File: src/rtl/vga_pkg.sv
// Shared VGA definitions: screen geometry, coordinate/colour widths, blitter state encoding.
package vga_pkg;

  localparam int SCREEN_W = 160;
  localparam int SCREEN_H = 120;
  localparam int X_W      = 8;
  localparam int Y_W      = 7;
  localparam int COLOUR_W = 9;

  typedef logic [COLOUR_W-1:0] colour_t;

  typedef enum logic [1:0] {
    ST_IDLE  = 2'd0,
    ST_RUN   = 2'd1,
    ST_FLUSH = 2'd2,
    ST_DONE  = 2'd3
  } blit_state_t;

  // Address width for an n-word ROM; a single-word image still needs one bit.
  function automatic int addr_width(input int n);
    return (n > 1) ? $clog2(n) : 1;
  endfunction

endpackage

File: src/rtl/blit_delay_pipe.sv
// Fixed-depth shift register that carries {valid, col, row} alongside the ROM read latency.
module blit_delay_pipe #(
  parameter int DEPTH = 1,
  parameter int W     = 1
) (
  input  logic         clk,
  input  logic         resetn,
  input  logic [W-1:0] din,
  output logic [W-1:0] dout
);

  logic [W-1:0] stage [DEPTH];

  // Shift one stage per cycle; reset empties the pipe so no stale pixel can plot.
  always_ff @(posedge clk) begin
    if (!resetn) begin
      for (int i = 0; i < DEPTH; i++) stage[i] <= '0;
    end else begin
      stage[0] <= din;
      for (int i = 1; i < DEPTH; i++) stage[i] <= stage[i-1];
    end
  end

  assign dout = stage[DEPTH-1];

endmodule

File: src/rtl/sprite_blitter.sv
// ROM-to-VGA image blitter with run-time origin, screen clipping and optional colour key.
//
// state    | meaning
// ---------+-------------------------------------------------------------
// ST_IDLE  | waiting for start; origin latched on accept
// ST_RUN   | one ROM address issued per cycle, row-major
// ST_FLUSH | all addresses issued; waiting for the last pixel to leave pipe
// ST_DONE  | one-cycle done pulse, then back to idle
module sprite_blitter #(
  parameter int   IMG_W       = 160,
  parameter int   IMG_H       = 120,
  parameter int   SCREEN_W    = vga_pkg::SCREEN_W,
  parameter int   SCREEN_H    = vga_pkg::SCREEN_H,
  parameter int   X_W         = vga_pkg::X_W,
  parameter int   Y_W         = vga_pkg::Y_W,
  parameter int   COLOUR_W    = vga_pkg::COLOUR_W,
  parameter int   ROM_LATENCY = 1,
  parameter bit   TRANSP_EN   = 1'b0,
  parameter logic [COLOUR_W-1:0] TRANSP_KEY = 9'h1FF,
  localparam int  ADDR_W      = vga_pkg::addr_width(IMG_W * IMG_H)
) (
  input  logic                clk,
  input  logic                resetn,
  input  logic                start,
  input  logic [X_W-1:0]      x0,
  input  logic [Y_W-1:0]      y0,
  output logic [ADDR_W-1:0]   rom_addr,
  input  logic [COLOUR_W-1:0] rom_q,
  output logic                busy,
  output logic                done,
  output logic [X_W-1:0]      x,
  output logic [Y_W-1:0]      y,
  output logic [COLOUR_W-1:0] colour,
  output logic                plot
);

  import vga_pkg::*;

  localparam int FC_W = (ROM_LATENCY > 1) ? $clog2(ROM_LATENCY) : 1;
  localparam int PW   = 1 + X_W + Y_W;

  blit_state_t         state;
  logic [X_W-1:0]      x0_q;
  logic [Y_W-1:0]      y0_q;
  logic [X_W-1:0]      col;
  logic [Y_W-1:0]      row;
  logic [ADDR_W-1:0]   addr;
  logic [FC_W-1:0]     flush_cnt;
  logic                last_pix;
  logic [PW-1:0]       pipe_in;
  logic [PW-1:0]       pipe_out;
  logic                p_valid;
  logic [X_W-1:0]      p_col;
  logic [Y_W-1:0]      p_row;
  logic [X_W:0]        px;
  logic [Y_W:0]        py;
  logic                on_screen;
  logic                transparent;

  assign last_pix = (col == X_W'(IMG_W - 1)) && (row == Y_W'(IMG_H - 1));
  assign rom_addr = addr;

  // Walk the image once per start; flush_cnt counts down the ROM latency after the last issue.
  always_ff @(posedge clk) begin
    if (!resetn) begin
      state     <= ST_IDLE;
      x0_q      <= '0;
      y0_q      <= '0;
      col       <= '0;
      row       <= '0;
      addr      <= '0;
      flush_cnt <= '0;
      busy      <= 1'b0;
      done      <= 1'b0;
    end else begin
      case (state)
        ST_IDLE: begin
          done <= 1'b0;
          if (start) begin
            x0_q  <= x0;
            y0_q  <= y0;
            col   <= '0;
            row   <= '0;
            addr  <= '0;
            busy  <= 1'b1;
            state <= ST_RUN;
          end
        end
        ST_RUN: begin
          if (last_pix) begin
            flush_cnt <= FC_W'(ROM_LATENCY - 1);
            state     <= ST_FLUSH;
          end else begin
            addr <= addr + 1'b1;
            if (col == X_W'(IMG_W - 1)) begin
              col <= '0;
              row <= row + 1'b1;
            end else begin
              col <= col + 1'b1;
            end
          end
        end
        ST_FLUSH: begin
          if (flush_cnt == '0) begin
            busy  <= 1'b0;
            done  <= 1'b1;
            state <= ST_DONE;
          end else begin
            flush_cnt <= flush_cnt - 1'b1;
          end
        end
        ST_DONE: begin
          done  <= 1'b0;
          state <= ST_IDLE;
        end
        default: state <= ST_IDLE;
      endcase
    end
  end

  // Coordinates travel with the ROM read so they line up with rom_q at the output.
  assign pipe_in = {(state == ST_RUN), col, row};

  blit_delay_pipe #(
    .DEPTH (ROM_LATENCY),
    .W     (PW)
  ) u_pipe (
    .clk    (clk),
    .resetn (resetn),
    .din    (pipe_in),
    .dout   (pipe_out)
  );

  assign {p_valid, p_col, p_row} = pipe_out;

  // One extra bit on each sum so an origin near the edge clips instead of wrapping.
  assign px          = {1'b0, x0_q} + {1'b0, p_col};
  assign py          = {1'b0, y0_q} + {1'b0, p_row};
  assign on_screen   = (px < (X_W + 1)'(SCREEN_W)) && (py < (Y_W + 1)'(SCREEN_H));
  assign transparent = TRANSP_EN && (rom_q == TRANSP_KEY);

  assign plot   = p_valid && on_screen && !transparent;
  assign x      = px[X_W-1:0];
  assign y      = py[Y_W-1:0];
  assign colour = rom_q;

endmodule
File: config.mk
export PLATFORM = sky130hd
export DESIGN_NAME = sprite_blitter
export DESIGN_NICKNAME = d
export VERILOG_FILES = /design/src/rtl/vga_pkg.sv /design/src/rtl/blit_delay_pipe.sv /design/src/rtl/sprite_blitter.sv
export SDC_FILE = /design/constraint.sdc
export NUM_CORES = 1
export LEC_CHECK = 0
export CORE_MARGIN = 2
export CORE_UTILIZATION = 23
export CTS_BUF_LIST = sky130_fd_sc_hd__clkbuf_4 sky130_fd_sc_hd__clkbuf_8
export DETAILED_ROUTE_END_ITERATION = 7
export HOLD_SLACK_MARGIN = 0.15
export PLACE_DENSITY = 0.47
export SETUP_SLACK_MARGIN = 0.1
export SYNTH_ARGS = -nofsm -noshare
export SYNTH_HDL_FRONTEND = slang
export SYNTH_SLANG_ARGS = --single-unit
File: constraint.sdc
create_clock -name clk -period 6.6 [get_ports clk]
set_clock_uncertainty 0.05 [all_clocks]
set_input_delay 1.32 -clock clk [delete_from_list [all_inputs] [get_ports clk]]
set_output_delay 1.32 -clock clk [all_outputs]
set_load 0.05 [all_outputs]
### After elaboration in Yosys (flattened, before gate mapping)

Memories as Yosys holds them, arrays and structs flattened.
Index checks and enable logic that the tools add are counted.

* register bits after elaboration: 50
* bits in writable memories: 16
* ROM bits: 0
* memories kept: 1
* latch bits: 0
* logic and storage cells: 72

* multipliers: 0
* equal/unequal tests: 10
* shifts and indexed selects: 0
* bitwise operators: 0
* magnitude comparators: 2
* div/mod/pow operators: 0
* reduce and logical (&&, ||, !) cells: 17
* add/subtract/negate cells: 6
* mux-type cells: 27

Memory list
* u_pipe.stage: depth 1, width 16, rd ports 1, clocked after memory_dff 0, write ports 1, RTL line blit_delay_pipe.sv:12 `logic [W-1:0] stage [DEPTH];`

Operators with widths (number)
* 15-bit two-way mux: 2
* 15-bit case mux with 2 select lines: 1
* 8-bit two-way mux: 3
* 7-bit two-way mux: 3
* 16-bit two-way mux: 1
* 8-bit case mux with 2 select lines: 1
* 16-bit OR reduction: 1
* 15-bit by 1-bit adder with 15-bit output (second input constant): 1
* 7-bit case mux with 2 select lines: 1
* 2-bit inequality test (second input constant): 5
* 8-bit by 8-bit adder with 9-bit output: 1
* 9-bit by 8-bit < comparator with 1-bit output (second input constant): 1
* 3-bit AND reduction: 3
* 7-bit by 7-bit adder with 8-bit output: 1
* 8-bit by 1-bit adder with 8-bit output (second input constant): 1
* 8-bit == test (second input constant): 1
* 8-bit by 7-bit < comparator with 1-bit output (second input constant): 1
* 1-bit two-way mux: 8
* 2-bit case mux with 4 select lines: 1
* 2-bit nonzero test: 4
* 7-bit by 1-bit adder with 7-bit output (second input constant): 1
* 7-bit == test (second input constant): 1
* 2-bit two-way mux: 3
* 1-bit case mux with 2 select lines: 3
* other kinds (8): 13

### Longest topological paths before layout

An unclocked memory read counts as a cell.

* depth in word-level cells: 5
* gate-level depth with buffers: 9

### Cells and area by module

A second synthesis with hierarchy kept.

* cell total of the unflattened synthesis: 380
* area total of the unflattened synthesis: 3367.0 um2

Modules (own cells, without submodules)
* sprite_blitter: instances 1, cells each 347, area each 2920.3 um2, seq. area each 980.9 um2
* blit_delay_pipe: instances 1, cells each 33, area each 446.7 um2, seq. area each 320.3 um2

### Worst setup path after synthesis

Ideal clock, no wire load.

* path kind: reg-to-output
* start point: register x0_q[2]
* end point: output port plot
* data arrival time: 3.316 ns
* slack: 1.914 ns
* stages on the path, launching flop included: 7
* buffers on the path: 0
* path through: dfxtp_1 ha_1 o21a_1 a21oi_1 o311ai_0 a21oi_1 o2111a_1

* longest elaborated chain between the ends: 4

Ends and longest elaborated chain
* start, declared: RTL line sprite_blitter.sv:43 `logic [X_W-1:0] x0_q;`
* start signal, assigned: RTL line sprite_blitter.sv:67 `x0_q <= '0;`
* start signal, assigned: RTL line sprite_blitter.sv:80 `x0_q <= x0;`
* 8-bit by 8-bit adder with 9-bit output: RTL line sprite_blitter.sv:137 `assign px = {1'b0, x0_q} + {1'b0, p_col};`
* net x[5]: RTL line sprite_blitter.sv:31 `output logic [X_W-1:0] x,`
* 9-bit by 8-bit < comparator with 1-bit output: RTL line sprite_blitter.sv:139 `assign on_screen = (px < (X_W + 1)'(SCREEN_W)) && (py < (Y_W + 1)'(SCREEN_H));`
* 1-bit logical AND: RTL line sprite_blitter.sv:139
* 1-bit logical AND: RTL line sprite_blitter.sv:142 `assign plot = p_valid && on_screen && !transparent;`
* end, declared: RTL line sprite_blitter.sv:34 `output logic plot`

The timed path passes the listed nets, and every way through them passes these cells.

### Worst setup path in the final report

* start point: register x0_q[0]
* end point: output port plot

* longest elaborated chain between the ends: 4

Ends and longest elaborated chain (RTL line)
* 8-bit by 8-bit adder with 9-bit output: sprite_blitter.sv:137
* 9-bit by 8-bit < comparator with 1-bit output: sprite_blitter.sv:139
* 1-bit logical AND: sprite_blitter.sv:139
* 1-bit logical AND: sprite_blitter.sv:142

Every way passes these cells.

==> flow_metrics.tcl <==
set metrics [dict create \
    status "finished, final reports clean" \
    crit_buf_inv 2 \
    drc 0 \
    setup_viol 0 \
    arrival_ns 3.17 \
    drive_above_1_share_pct 5.80 \
    io_buffers 50 \
    netlist_top_cells_area "dfxtp_1, ha_1, xnor2_1" \
    post-route-period-util_pct 68.7 \
    yosysSeqAreaShare_pct 37.0 \
    rsz0062_at_grt "false" \
    cp.required_ns 5.23 \
    drv_cap 0 \
    routedWlPerCell_um 13.3 \
    root_buffer "clkbuf_8" \
    synth-seq-cells 65 \
    post_cts_buffers 0 \
    hold_class "reg -> reg" \
    cts-hold-fix-buffers 0 \
    grt_pass1_vias 2867 \
    endpoint_kind "primary output" \
    start_util_pct 23.3 \
    htreeDepth 3 \
    cellLeakagePower_uw 0.00156 \
    synth.distinct_cells 49 \
    cp_top_family "buffers and inverters" \
    wl_um 8450 \
    ant_nets 0 \
    drtIter0Drc 106 \
    grt_pass1_wl_um 14000 \
    cellPowerDensity_mw_per_mm2 298 \
    dpl_cell_area_mm2 0.00414 \
    seqCellArea_mm2 0.00130 \
    vias_per_cell 4.56 \
    synthTopCellsByCount "dfxtp_1, nand2_1, nor2_1" \
    cts_resized 0 \
    critPathSlowestCell "clkdlybuf4s50_1" \
    rows 45 \
    worst_path_most_repeated_cell "o2111a_1" \
    syn_nets 456 \
    yosysWarnings 0 \
    first_pass_iters 4 \
    synth_top_area_share_pct 37.0 \
    path_max_fanout 3 \
    syn_avg_cell_area_um2 8.69 \
    fp.dieW_um 128 \
    slew_violations 0 \
    ir_worst_vdd_mv 0.128 \
    cts_sinks 65 \
    synth-main-ff-cell "dfxtp_1" \
    startpoint_type "register" \
    multiInputGateArea_mm2 0.00199 \
    num-fill-cells 1616 \
    hold_viol 0 \
    synth_largest_area_cell "dfxtp_1" \
    fmax_ghz 0.220 \
    yosys.cell_count.top_type "dfxtp_1" \
    syn_inst 405 \
    dp_hpwl_um 5890 \
    cts_buffer_depth 2 \
    ys_async_sr_fraction_pct 0 \
    syn_area_mm2 0.00352 \
    worst-setup-path-type "reg -> out" \
    numCtsBuffers 9 \
    fin_setup_tns_ns 0 \
    synth-edff-count 0 \
    ios 69 \
    place_congestion 0.793 \
    design_area_mm2 0.00434 \
    fin_crit_ns 4.54 \
    die_area_mm2 0.0163 \
    grt_max_degree 39 \
    die_h_um 128 \
    antenna_found_initial 0 \
    area_growth_pct 23.4 \
    clkTransAtPathRegs_ns 0.07 \
    clock_latency_ns 0.34 \
    dr_total_vias 2897 \
    grt.total_usage_pct 10.7 \
    tightest_slew_ns 1.07 \
    cts_tree "built" \
    core_mm2 0.0151 \
    diodes 0 \
    fin_nets 494 \
    path_cells "ha_1 > inv_1 > fa_1 > nor2b_1 > o2111a_1 > or4_1 > a31oi_1 > o2111a_1 > clkdlybuf4s50_1" \
    r2r_setup_slack_ns 3.68 \
    overflow 0 \
    slowest_delay_ns 0.80 \
    maxSlewHeadroom_pct 28.4 \
]
report_power, final:
group | internal [µW] | switching (µW) | total, µW
clock network | 185 | 161 | 346
registers | 430 | 29.9 | 460
logic | 160 | 327 | 488
total | 776 | 518 | 1290
cell type report:
| type | instances | area share [%] |
|---|---|---|
| inverter | 25 | 2.16 |
| multi-input combinational | 289 | 45.7 |
| tap | 188 | 5.41 |
| clock inverter | 6 | 1.56 |
| timing repair buffer | 53 | 12.0 |
| sequential | 65 | 30.0 |
| clock buffer | 10 | 3.17 |
worst reg2reg max path: stages, from the launching register on:
cell and delay, ns:
dfxtp_1 0.33, inv_1 0.10, ha_1 0.88, mux2_2 0.35
nand4_1 0.27, a2111oi_0 0.57, xnor2_1 0.18, nor2_1 0.05
layout by cell type (no fill, tap or decap), types with 3 or more instances in the layout:
| cell type | instances |
|---|---|
| mux2i_1 | 5 |
| o21a_1 | 7 |
| nor2b_1 | 6 |
| a211oi_1 | 6 |
| a211o_1 | 3 |
| inv_1 | 25 |
| o31ai_1 | 4 |
| nand2_1 | 42 |
| nor2_1 | 32 |
| a21boi_0 | 16 |
| and2_1 | 18 |
| nor3_1 | 6 |
| a2111oi_0 | 11 |
| dfxtp_1 | 65 |
| ha_1 | 22 |
| clkbuf_8 | 10 |
| buf_4 | 3 |
| xnor2_1 | 21 |
| nand4_1 | 9 |
| or4_1 | 7 |
| nand2b_1 | 3 |
| a21oi_1 | 19 |
| and3_1 | 4 |
| clkdlybuf4s50_1 | 50 |
| nand3_1 | 11 |
| o21ai_0 | 6 |
sequential cells by signal, indices dropped and copies added, names as in the netlist:
register      cells
row               7
y0_q              7
col               8
busy              1
u_pipe.stage     16
rom_addr         15
x0_q              8
done              1
state             2
metrics by stage:
step                      total power [µW]  instances  setup slack [ns]  hold slack [ns]  utilization, %
final                                 1290        636              2.06            0.416            28.8
after global routing                  1390        636              1.89            0.442            28.8
after CTS                             1320        636              2.04            0.419            28.8
after detailed placement               963        620              2.44            0.408            27.4
after global placement                 959        620              2.49            0.397            27.4
after floorplan                        831        405              1.91            0.391               -
path summary, 6_finish.rpt:
check,start,to,cells after the start
worst max register to register,state[1]$_SDFFE_PN0P_,rom_addr[14]$_SDFFE_PN0P_,7
worst min register to register,x0_q[7]$_SDFFE_PN0P_,x0_q[7]$_SDFFE_PN0P_,2
worst min-delay path,x0_q[7]$_SDFFE_PN0P_,x0_q[7]$_SDFFE_PN0P_,2
worst max-delay path,x0_q[0]$_SDFFE_PN0P_,plot,9
logic make-up (layout without fill, tap and decap cells):
kind of cell / Yosys count / count (layout) / synth area share, %
and+or+nand+nor: 149 / 149 / 21.3
AOI/OAI and AO/OA: 86 / 86 / 18.1
DFF: 65 / 65 / 37.0
buffers and inverters: 51 / 94 / 6.90
adders and majority gates: 24 / 24 / 8.96
xor gates and xnor gates: 23 / 23 / 5.72
muxes: 7 / 7 / 2.06
layer usage:
layer  global-route usage, %  part of all wire, %  wire length, µm  up-vias
met5                       0                    0                0        -
met4                    3.17                 0.83               70        0
met3                    3.38                  5.0              424        7
met2                    16.5                   44             3700       59
met1                    14.2                   50             4260     1334
li1                        -                    -                -     1497
Note: power is estimated with default switching activity, not from simulation.
==> RTL edit 1: new RTL, same settings <==
Change the parameter `TRANSP_EN` from 1'b0 to 1'b1.
--- a/src/rtl/sprite_blitter.sv
+++ b/src/rtl/sprite_blitter.sv
@@ -17,3 +17,3 @@
   parameter int   ROM_LATENCY = 1,
-  parameter bit   TRANSP_EN   = 1'b0,
+  parameter bit   TRANSP_EN   = 1'b1,
   parameter logic [COLOUR_W-1:0] TRANSP_KEY = 9'h1FF,
Function: changed (Yosys sat finds a counterexample within 4 cycles, from zero or initial values and one cycle with resetn low).
==> RTL edit 1 against the original RTL <==
  * Non-clock buffer count increased by 16
  * Largest cell class unchanged
  * Setup slack worse by 95 ps
  * Synthesized area fell by 7.7%
  * Routed wire length decreased by 11%
  * Via count fell by 8.4%
  * Global-route usage is 0.15 points lower
  * Count of clock-buffer cells in the layout is the same
  * Total power increased by 5.9%
  * Design area down 1.2%
  * Sequential cell count is the same
==> RTL edit 1: results (changes against the original RTL) <==
{| class="wikitable"
! Metric !! Value
|-
| Vias in the first global route || 2,649 (-7.6%)
|-
| Placer congestion estimate || 0.7812 (-1.5%)
|-
| Fin nets || 483 (-2.2%)
|-
| Number of port buffers || 68 (+36%)
|-
| Met1 Routed Length || 3653 µm (-14%)
|-
| Cell area after placement || 4043 µm² (-2.3%)
|-
| Outcome || finished, final reports clean
|-
| Wire length reported by the detailed router || 7535 µm (-11%)
|-
| Flip-flop count of the largest register, all copies and words added || 16 (unchanged)
|-
| Met3 Use GR || 0.02323 (-0.01057)
|-
| Met3 wire length || 501 µm (+18%)
|-
| Insertion delay of the later-clocked pin in the worst-skew pair || 340 ps (about the same)
|-
| Library cells used by synthesis || 44 (-10%)
|-
| Layout cells sized above 1 || 0.05721 (-0.0008275)
|-
| Slowest stage delay, CP || 840 ps (+40 ps)
|-
| Global-route wire length before repair || 12,470 µm (-11%)
|-
| Post-CTS setup-driven buffer insertion count || 0 (unchanged)
|-
| Number of placed instances, taps included || 601 (-3.1%)
|-
| Static power due to leakage || 1.657 nW (+6.0%)
|-
| Share of synthesized flip-flops with an asynchronous set or reset || 0 (unchanged)
|-
| Post-synth top cells || sky130_fd_sc_hd__dfxtp_1 (65), sky130_fd_sc_hd__nand2_1 (48), sky130_fd_sc_hd__nor2_1 (43), sky130_fd_sc_hd__a21oi_1 (27), sky130_fd_sc_hd__ha_1 (22)
|-
| Mean post-synth cell area || 8.731 µm² (+0.47%)
|-
| Average wire per standard cell || 12.21 µm (-8.1%)
|-
| Critical-path maximum fanout || 2 (-1)
|-
| Portion of the post-synthesis area used by sequential elements || 0.4006 (+0.03090)
|-
| Worst-margin pin slew || 827.4 ps (-246.8 ps)
|-
| Data arrival time of the critical path || 3260 ps (+90 ps)
|-
| Estimated wirelength of the detail-placed design || 5592 µm (-5.1%)
|-
| Area contributors post-synth || sky130_fd_sc_hd__dfxtp_1 (40%), sky130_fd_sc_hd__ha_1 (8.5%), sky130_fd_sc_hd__nand2_1 (5.5%), sky130_fd_sc_hd__nor2_1 (5.0%), sky130_fd_sc_hd__a21oi_1 (4.2%)
|-
| Met2 layer usage reported by global route || 0.1657 (+0.0009141)
|-
| Count of vias placed by the detailed router || 2,653 (-8.4%)
|-
| Fill count || 1,457 (-9.8%)
|-
| Post-synthesis net count || 423 (-7.2%)
|-
| WL met2 || 3240 µm (-12%)
|-
| Iteration-0 DRC Markers || 84 (-21%)
|}
## RTL edit 1: cell types whose count changed in the layout (fill, tap and decap cells not counted), sizes merged, moves of 7 or more
cell	unedited run	this run
a2111oi	12	1
nor2	32	43
a21boi	16	1
a21oi	19	29
inv	25	16
xor2	2	15
or4	7	0
clkdlybuf4s50	50	68
## RTL edit 1: cell families (layout without fill, tap and decap cells)
logic type                 Yosys count  count (layout)  share of synthesized area
and+or+nand+nor                    152             152                     0.2346
DFF                                 65              65                     0.4006
AOI/OAI and AO/OA                   63              63                     0.1237
buffers and inverters               35             100                    0.05393
xor gates and xnor gates            30              30                    0.08090
adders and majority gates           24              24                    0.09707
muxes                                3               3                   0.009245
## RTL edit 1: path summary, 6_finish.rpt
path,start,to,slack [ps],cells after the start
min,x0_q[0],x0_q[0],410,2
max,rom_q[5],plot,1970,7
min reg2reg,x0_q[0],x0_q[0],410,2
max reg2reg,state[1],rom_addr[12],3790,8
## RTL edit 1: layout make-up
cell class | count | area (µm²) | share of cell area
clock buffer | 10 | 137.6 | 0.03205
inverter | 15 | 56.30 | 0.01311
timing repair buffer | 69 | 688.2 | 0.1603
tap | 180 | 225.2 | 0.05245
multi-input combinational | 272 | 1772 | 0.4126
clock inverter | 6 | 113.9 | 0.02652
sequential | 65 | 1301 | 0.3030
## RTL edit 1: metrics by stage
step / setup WS, ps / util
2_1_floorplan: 1929 / -
3_3_place_gp: 1903 / 0.2924
3_5_place_dp: 1929 / 0.2924
4_1_cts: 1909 / 0.3106
5_1_grt: 1791 / 0.3106
6_report: 1969 / 0.3106
## RTL edit 1: where the power goes
group / switching, W / internal (W) / total, W / leakage, nW
registers: 0.0000318 / 0.000435 / 0.000467 / 0.527
clock network: 0.000161 / 0.000262 / 0.000423 / 0.119
logic: 0.000318 / 0.000163 / 0.000480 / 1.01
==> RTL edit 2: new RTL, same flow settings <==
Without the edit above. Make the reset (`resetn`) asynchronous in 2 clocked blocks.
--- a/src/rtl/blit_delay_pipe.sv
+++ b/src/rtl/blit_delay_pipe.sv
@@ -14,3 +14,3 @@
   // Shift one stage per cycle; reset empties the pipe so no stale pixel can plot.
-  always_ff @(posedge clk) begin
+  always_ff @(posedge clk or negedge resetn) begin
     if (!resetn) begin
--- a/src/rtl/sprite_blitter.sv
+++ b/src/rtl/sprite_blitter.sv
@@ -63,3 +63,3 @@
   // Walk the image once per start; flush_cnt counts down the ROM latency after the last issue.
-  always_ff @(posedge clk) begin
+  always_ff @(posedge clk or negedge resetn) begin
     if (!resetn) begin
Behaviour: differs if resetn is asserted again (counterexample within 4 cycles, from zero or initial values and one cycle with resetn low); with resetn held inactive, the same outputs for 10 cycles.
==> RTL edit 2 against the original RTL <==
  * Sequential cell count is the same
  * Setup slack lost 320 ps
  * Design area shrank 1.3%
  * Largest cell class unchanged
  * Sequential share of layout area grew 8.0 points
  * Routed wire length shrank 12%
  * Synthesized area shrank 1.6%
  * Critical path type unchanged
  * Die area shrank 1.6%
  * Global-route usage shrank 0.92 points
Power is not compared: it rests on default switching activity, and its combinational part moved more than twofold at a synthesized area within 25%.
==> RTL edit 2: results (changes against the original RTL) <==
{| class="wikitable"
! Metric !! Value
|-
| Fin nets || 418 (-15%)
|-
| Global-route wire length before repair || 12,460 µm (-11%)
|-
| Placer congestion estimate || 0.7244 (-8.7%)
|-
| Number of placed instances, taps included || 540 (-13%)
|-
| Post-CTS setup-driven buffer insertion count || 0 (unchanged)
|-
| Wire length reported by the detailed router || 7406 µm (-12%)
|-
| Total Routing Usage GR || 0.09734 (-0.009204)
|-
| Worst relative slew slack || 0.4320 (+0.1481)
|-
| Cell area after placement || 4116 µm² (-0.54%)
|-
| Data arrival time of the critical path || 3490 ps (+320 ps)
|-
| CTS root buffer || sky130_fd_sc_hd__clkbuf_8
|-
| Slowest stage delay, CP || 710 ps (-90 ps)
|-
| Vias in the first global route || 2,507 (-13%)
|-
| Iteration-0 DRC Markers || 118 (+11%)
|-
| Post-synth top cells || sky130_fd_sc_hd__dfrtp_1 (65), sky130_fd_sc_hd__nor2_1 (37), sky130_fd_sc_hd__ha_1 (22), sky130_fd_sc_hd__xor2_1 (22), sky130_fd_sc_hd__nand2_1 (20)
|-
| Hold Crit Endpoint || u_pipe.dout[5]
|-
| Worst Hold Path Cells || 0 (-2)
|-
| Insertion delay of the later-clocked pin in the worst-skew pair || 340 ps (about the same)
|-
| Number of cell instances on the worst register-to-register path || 8 (+1)
|-
| Post-synthesis net count || 369 (-19%)
|-
| Worst flop-to-flop path startpoint || state[1]
|-
| Worst-case register-to-register setup slack || 3860 ps (+180 ps)
|-
| Area contributors post-synth || sky130_fd_sc_hd__dfrtp_1 (47%), sky130_fd_sc_hd__ha_1 (7.9%), sky130_fd_sc_hd__xor2_1 (5.6%), sky130_fd_sc_hd__mux2_2 (5.2%), sky130_fd_sc_hd__nor2_1 (4.0%)
|-
| Achievable Freq || 205.9 MHz (-6.6%)
|-
| Portion of the post-synthesis area used by sequential elements || 0.4697 (+0.09994)
|-
| Reg-to-Reg End || rom_addr[14]
|-
| Estimated wirelength of the detail-placed design || 5308 µm (-9.9%)
|-
| Largest delay contributor family on the critical path || compound AO/OA/AOI/OAI gates
|-
| P_seq || 0.000584 W
|-
| Outcome || finished, final reports clean
|-
| Flip-flop count of the largest register, all copies and words added || 16 (unchanged)
|-
| Hold slack || 387.6 ps (-28.03 ps)
|-
| Count of vias placed by the detailed router || 2,442 (-16%)
|-
| Via density per instance || 4.400 (-3.4%)
|-
| Min-delay src || row[5]
|-
| Pin count of the biggest net entering global routing || 66 (+69%)
|-
| Worst setup path startpoint || y0_q[0]
|-
| Layout cells sized above 1 || 0.1267 (+0.06865)
|-
| Worst slack at placement || 2090 ps (-348.8 ps)
|-
| Mean post-synth cell area || 10.89 µm² (+25%)
|-
| Number of port buffers || 50 (unchanged)
|-
| Antenna diodes || 0 (unchanged)
|-
| Yosys warning total || 0 (unchanged)
|-
| Share of synthesized flip-flops with an asynchronous set or reset || 1.000 (+1.000)
|-
| Setup crit end || plot
|-
| Library cells used by synthesis || 51 (+4.1%)
|}
==> RTL edit 2: kinds of logic after synthesis <==
kind of cell    after synthesis  synth area share
compound gates               45            0.1019
xor+xnor                     30           0.07587
fa+ha+maj                    24           0.09104
buf+inv                      23           0.03504
flops                        65            0.4697
mux                          18           0.05780
simple gates                113            0.1687
==> RTL edit 2: per-layer routing <==
layer | track usage | up-vias | part of all wire
li1 | - | 1210 | -
met4 | 0.03685 | 0 | 0.013
met1 | 0.1288 | 1162 | 0.48
met3 | 0.03163 | 13 | 0.059
met2 | 0.1488 | 57 | 0.45
met5 | 0 | - | 0
==> RTL edit 2: area by class of cell <==
| class | count | area (µm²) |
|---|---|---|
| clock buffers | 12 | 152.6 |
| clock inverters | 3 | 17.52 |
| fillers | 1528 | 10360 |
| inverters | 9 | 33.78 |
| multi-input cells | 230 | 1715 |
| flip-flops and latches | 65 | 1627 |
| well taps | 184 | 230.2 |
| repair buffers | 52 | 510.5 |
